<file path="config.mk">
export PLATFORM = sky130hd
export DESIGN_NAME = mem_store_buffer
export DESIGN_NICKNAME = d
export VERILOG_FILES = /design/src/rtl/mem_store_buffer.sv
export SDC_FILE = /design/constraint.sdc
export NUM_CORES = 1
export LEC_CHECK = 0
export CELL_PAD_IN_SITES_DETAIL_PLACEMENT = 0
export CELL_PAD_IN_SITES_GLOBAL_PLACEMENT = 1
export CORE_ASPECT_RATIO = 0.8
export CORE_MARGIN = 2
export CORE_UTILIZATION = 39
export DETAILED_ROUTE_END_ITERATION = 10
export PLACE_DENSITY_LB_ADDON = 0.1
export SYNTH_ARGS = -nofsm -noshare
export SYNTH_HDL_FRONTEND = slang
export SYNTH_SLANG_ARGS = --single-unit
</file>
<file path="constraint.sdc">
create_clock -name clk -period 11.5 [get_ports clk]
set_clock_uncertainty 0.2 [all_clocks]
set_input_delay 2.3 -clock clk [delete_from_list [all_inputs] [get_ports clk]]
set_output_delay 2.3 -clock clk [all_outputs]
set_load 0.005 [all_outputs]
</file>
<file path="src/rtl/mem_store_buffer.sv">
// Posted-write store buffer between the core memory stage and the cpu_req/cpu_res port.
// Stores retire into a FIFO and drain in order; loads forward from the newest match or bypass the queue.
module mem_store_buffer #(
    parameter int DEPTH = 4
) (
    input  logic                     clk,
    input  logic                     rst,
    input  logic                     core_valid,
    input  logic                     core_rw,
    input  logic [31:0]              core_addr,
    input  logic [31:0]              core_wdata,
    output logic                     core_stall,
    output logic [31:0]              core_rdata,
    output logic [26:0]              cpu_req_addr,
    output logic [31:0]              cpu_req_data,
    output logic                     cpu_req_rw,
    output logic                     cpu_req_valid,
    input  logic [31:0]              cpu_res_data,
    input  logic                     cpu_res_ready,
    output logic [$clog2(DEPTH):0]   sb_count
);
    localparam int PW = $clog2(DEPTH);
    localparam int CW = PW + 1;

    typedef enum logic [1:0] {IDLE, WR, RD} state_t;
    state_t state, state_nxt;

    logic [24:0]   sb_widx [DEPTH];
    logic [31:0]   sb_data [DEPTH];
    logic [PW-1:0] head, tail, slot, st_slot;
    logic [24:0]   widx;
    logic          unused_addr;
    logic          fwd_hit, is_full, store_req, load_req, push, pop, done, load_miss, rd_done;
    logic [31:0]   fwd_data;
    logic          ld_rd, ld_wr, req_clr;

    assign widx        = core_addr[26:2];
    assign unused_addr = ^{core_addr[31:27], core_addr[1:0]};

    // Oldest-to-newest scan over occupied slots; a later match overrides, so the newest wins.
    always_comb begin
        fwd_hit  = 1'b0;
        fwd_data = '0;
        slot     = '0;
        for (int i = 0; i < DEPTH; i++) begin
            slot = head + PW'(i);
            if ((CW'(i) < sb_count) && (sb_widx[slot] == widx)) begin
                fwd_hit  = 1'b1;
                fwd_data = sb_data[slot];
            end
        end
    end

    assign is_full    = (sb_count == CW'(DEPTH));
    assign store_req  = core_valid & core_rw;
    assign load_req   = core_valid & ~core_rw;
    assign push       = store_req & ~is_full;
    assign done       = cpu_req_valid & cpu_res_ready;
    assign load_miss  = load_req & ~fwd_hit;
    assign pop        = (state == WR) & done;
    assign rd_done    = (state == RD) & done;
    assign core_stall = (store_req & is_full) | (load_miss & ~rd_done);
    assign core_rdata = fwd_hit ? fwd_data : (rd_done ? cpu_res_data : 32'h0);

    // A pending load miss always wins over starting the next drain write.
    always_comb begin
        state_nxt = state;
        ld_rd     = 1'b0;
        ld_wr     = 1'b0;
        req_clr   = 1'b0;
        st_slot   = head;
        case (state)
            IDLE: begin
                if (load_miss) begin
                    state_nxt = RD;
                    ld_rd     = 1'b1;
                end else if (sb_count != '0) begin
                    state_nxt = WR;
                    ld_wr     = 1'b1;
                end
            end
            WR: begin
                if (done) begin
                    if (load_miss) begin
                        state_nxt = RD;
                        ld_rd     = 1'b1;
                    end else if (sb_count > CW'(1)) begin
                        state_nxt = WR;
                        ld_wr     = 1'b1;
                        st_slot   = head + PW'(1);
                    end else begin
                        state_nxt = IDLE;
                        req_clr   = 1'b1;
                    end
                end
            end
            RD: begin
                if (done) begin
                    state_nxt = IDLE;
                    req_clr   = 1'b1;
                end
            end
            default: begin
                state_nxt = IDLE;
                req_clr   = 1'b1;
            end
        endcase
    end

    always_ff @(posedge clk) begin
        if (rst) begin
            state         <= IDLE;
            cpu_req_valid <= 1'b0;
            cpu_req_addr  <= '0;
            cpu_req_data  <= '0;
            cpu_req_rw    <= 1'b0;
            head          <= '0;
            tail          <= '0;
            sb_count      <= '0;
        end else begin
            state    <= state_nxt;
            sb_count <= sb_count + CW'(push) - CW'(pop);
            if (push) tail <= tail + PW'(1);
            if (pop)  head <= head + PW'(1);
            if (ld_rd) begin
                cpu_req_valid <= 1'b1;
                cpu_req_rw    <= 1'b0;
                cpu_req_addr  <= {widx, 2'b00};
                cpu_req_data  <= '0;
            end else if (ld_wr) begin
                cpu_req_valid <= 1'b1;
                cpu_req_rw    <= 1'b1;
                cpu_req_addr  <= {sb_widx[st_slot], 2'b00};
                cpu_req_data  <= sb_data[st_slot];
            end else if (req_clr) begin
                cpu_req_valid <= 1'b0;
            end
        end
    end

    // Entry storage carries no reset; occupancy is tracked solely by the pointers and count.
    always_ff @(posedge clk) begin
        if (push) begin
            sb_widx[tail] <= widx;
            sb_data[tail] <= core_wdata;
        end
    end
endmodule

</file>
==> results by group <==
STA
  • Worst Tran Pin Value: 1.188 ns
  • Final WS setup: 1.858 ns
  • Max-slew headroom: 20.80%
  • Achievable frequency: 0.1037 GHz
  • RSZ-0062 raised after global routing: no
  • Period utilization: 83.84%
  • Tmin final: 9.642 ns
  • Finish-stage setup viols: 0
  • Final Max Tran Viols: 0
  • Sum Neg Setup Slack: 0 ns
  • Final hold violations: 0

Run status
  • Result of the run: finished, final reports clean

Layout
  • Non-Filler Instances: 2687
  • Final non-filler cell area: 0.02520 mm²
  • Area growth syn-to-layout: 15.48%
  • Share of layout cells above drive strength 1: 18.23%
  • Total Nets Final: 2019
  • FILL cells: 5030

Synthesis
  • Post-synth top cells: 228 x edfxtp_1, 202 x mux2i_1, 185 x mux4_2
  • Area leader, netlist: edfxtp_1
  • Synth Flop Type: edfxtp_1
  • Yosys top cell area share: 31.37%
  • Count leader, synth: edfxtp_1
  • Ys Warns: 0
  • Number of enable flip-flop cells after synthesis: 228
  • Synth unique cells: 77
  • Synth Cell Area: 0.02182 mm²
  • Top cells by area, synth: edfxtp_1 31%, mux4_2 19%, mux2i_1 9.3%, dfxtp_1 6.4%, a21oi_1 2.6%
  • Syn Inst Count: 1830
  • Syn_area_per_cell: 11.92 µm²
  • Register bit total from synthesis: 298
  • Post-synthesis sequential area ratio: 37.80%
  • Synth async-reset ratio: 0%

Clock tree
  • Hold-fix buffers, CTS: 0
  • H-tree Lvls: 2
  • CTS tree: yes
  • Clock-pin slew on the worst setup and hold paths: 0.06 ns
  • Cts repair resizes: 0
  • Root buffer cell: clkbuf_16
  • CTS Buf Count: 36
  • Max clock buf depth: 3
  • Clock latency reported for the late side of the worst-skew pair: 0.57 ns
  • Num Clock Sinks: 298
  • Postcts setup bufs: 0

Routing
  • Total wire length: 76050 µm
  • 1st-pass router iterations: 7
  • DRT iter0 DRCs: 1875
  • Via count: 17515
  • ANT nets after route: 0
  • Residual DRC: 0
  • Vias per std cell: 6.518
  • Wire per inst: 28.30 µm

GRT
  • Pin count of the biggest net entering global routing: 77
  • Grt total ovfl: 0
  • First-pass GRT wire length: 112800 µm
  • Overall global routing resource usage: 26.08%
  • Number of antenna violations at the first check in global routing: 2
  • Number of global-route vias before repair: 16886

Floorplan
  • Die height: 215.6 µm
  • Initial core utilization: 39.46%
  • Die X-Extent: 268.5 µm
  • Die ar.: 0.05787 mm²
  • Core region area: 0.05530 mm²
  • Ports: 198
  • Rows: 77

Placement
  • Post-detail-place hpwl: 46590 µm
  • Cell Count Post-Placement: 2620
  • GP Congestion: 0.9153
  • Area after DPL: 0.02407 mm²
  • Port-buffer cells: 188
  • Worst slack, placed: 1.912 ns

Pwr
  • PwrDens: 117.7 mW/mm²
  • Power, Total: 2.967 mW
  • Worst VDD drop: 0.09597 mV
  • Leak: 7.851 nW

Critical path
  • Critical setup path kind: in2out
  • CP Max Fanout: 32
  • Critical Path Start Type: input port
  • CP arrival: 7.14 ns
  • Cell family with most CP delay: buffers and inverters
  • Max incr delay on CP: 0.75 ns
  • CP endpoint kind: primary output
  • Worst path slowest cell: clkdlybuf4s50_1
  • Crit path buffers/inverters: 4
  • Cells along the critical path: clkdlybuf4s50_1, xnor2_1, nand4_1, nor4_1, nand4_1, buf_4, nand3_1, buf_4, o22ai_1, mux2i_1, o21ai_0, clkdlybuf4s50_1
  • CP Data Required Time: 9.00 ns

Job
  • Max-cap viol count: 0

Hold path
  • Min-delay worst type: reg2reg
-- metrics by stage --
stage / hold WS, ns / util, %
after floorplan: 0.2613 / -
after global placement: 0.2579 / 43.53
after detailed placement: 0.2649 / 43.53
after CTS: 0.2859 / 45.56
after global routing: 0.3068 / 45.57
final: 0.2822 / 45.57
-- final cells by class --
cell class,instances,area [µm²],share of cell area [%]
antenna,1,2.502,0.009930
tap,750,938.4,3.724
timing repair buffer,228,2177,8.640
multi-input combinational,1260,12380,49.12
clock inverter,10,108.9,0.4320
sequential,298,8263,32.79
inverter,84,315.3,1.251
clock buffer,56,1017,4.037
-- kinds of logic (layout without fill, tap and decap cells) --
logic type                 Yosys count  after routing  synth area share, %
AOI/OAI and AO/OA                  514            514                17.07
muxes                              401            401                29.16
DFF                                298            298                37.80
buffers and inverters              273            378                5.831
and+or+nand+nor                    250            250                6.187
xor gates and xnor gates            83             83                3.331
adders and majority gates           10             10               0.6078
other                                1              3              0.01718
-- registers in the layout (all words and copies together) (netlist names), named ones only --
| register | cells |
|---|---|
| head | 2 |
| state | 2 |
| cpu_req_addr | 25 |
| sb_count | 3 |
| cpu_req_valid | 1 |
| sb_widx | 100 |
| cpu_req_rw | 1 |
| sb_data | 128 |
| tail | 2 |
| cpu_req_data | 32 |
-- layout by cell type (no fill, tap or decap), drive strengths merged, types with 8 or more instances in the layout --
cell,synthesis,routed
a21oi,132,132
o211a,17,17
xor2,23,23
mux4,186,186
nand2,81,81
ha,9,9
nor2,24,24
o22ai,47,47
mux2,12,12
nor4,8,8
mux2i,203,203
a211oi,34,34
nor3,41,41
clkdlybuf4s50,0,187
nand3,25,25
and3,11,11
inv,83,85
o21bai,32,32
nand4,9,9
a2111oi,13,13
edfxtp,228,228
clkbuf,86,56
xnor2,60,60
a32o,31,31
dfxtp,70,70
buf,103,41
a22oi,69,69
o21ai,69,69
a221o,25,25
nor4b,26,26
-- routing by layer --
| layer | vias to the layer above | GRT usage (%) | wire length (µm) |
|---|---|---|---|
| met2 | 856 | 37.04 | 32580 |
| met1 | 9019 | 40.21 | 35560 |
| li1 | 7548 | - | - |
| met4 | 0 | 6.574 | 1374 |
| met3 | 92 | 5.374 | 6535 |
| met5 | - | 0 | 0 |
-- report_power, final --
part	total [mW]	switching [mW]	leakage [nW]	internal [mW]
registers	1.31	0.0757	2.64	1.23
logic	0.532	0.278	4.66	0.254
clock network	1.13	0.473	0.547	0.656
total	2.97	0.827	7.85	2.14
-- final timing paths --
check	startpoint	depth (start not counted)	to	slack, ns
worst max-delay path	core_addr[19]	12	core_rdata[27]	1.86
worst min-delay path	cpu_req_data[6]	1	cpu_req_data[6]	0.28
worst max register to register	head[0]	13	cpu_req_addr[12]	4.47
worst min register to register	cpu_req_data[6]	1	cpu_req_data[6]	0.28
Note: power is estimated with default switching activity, not from simulation.
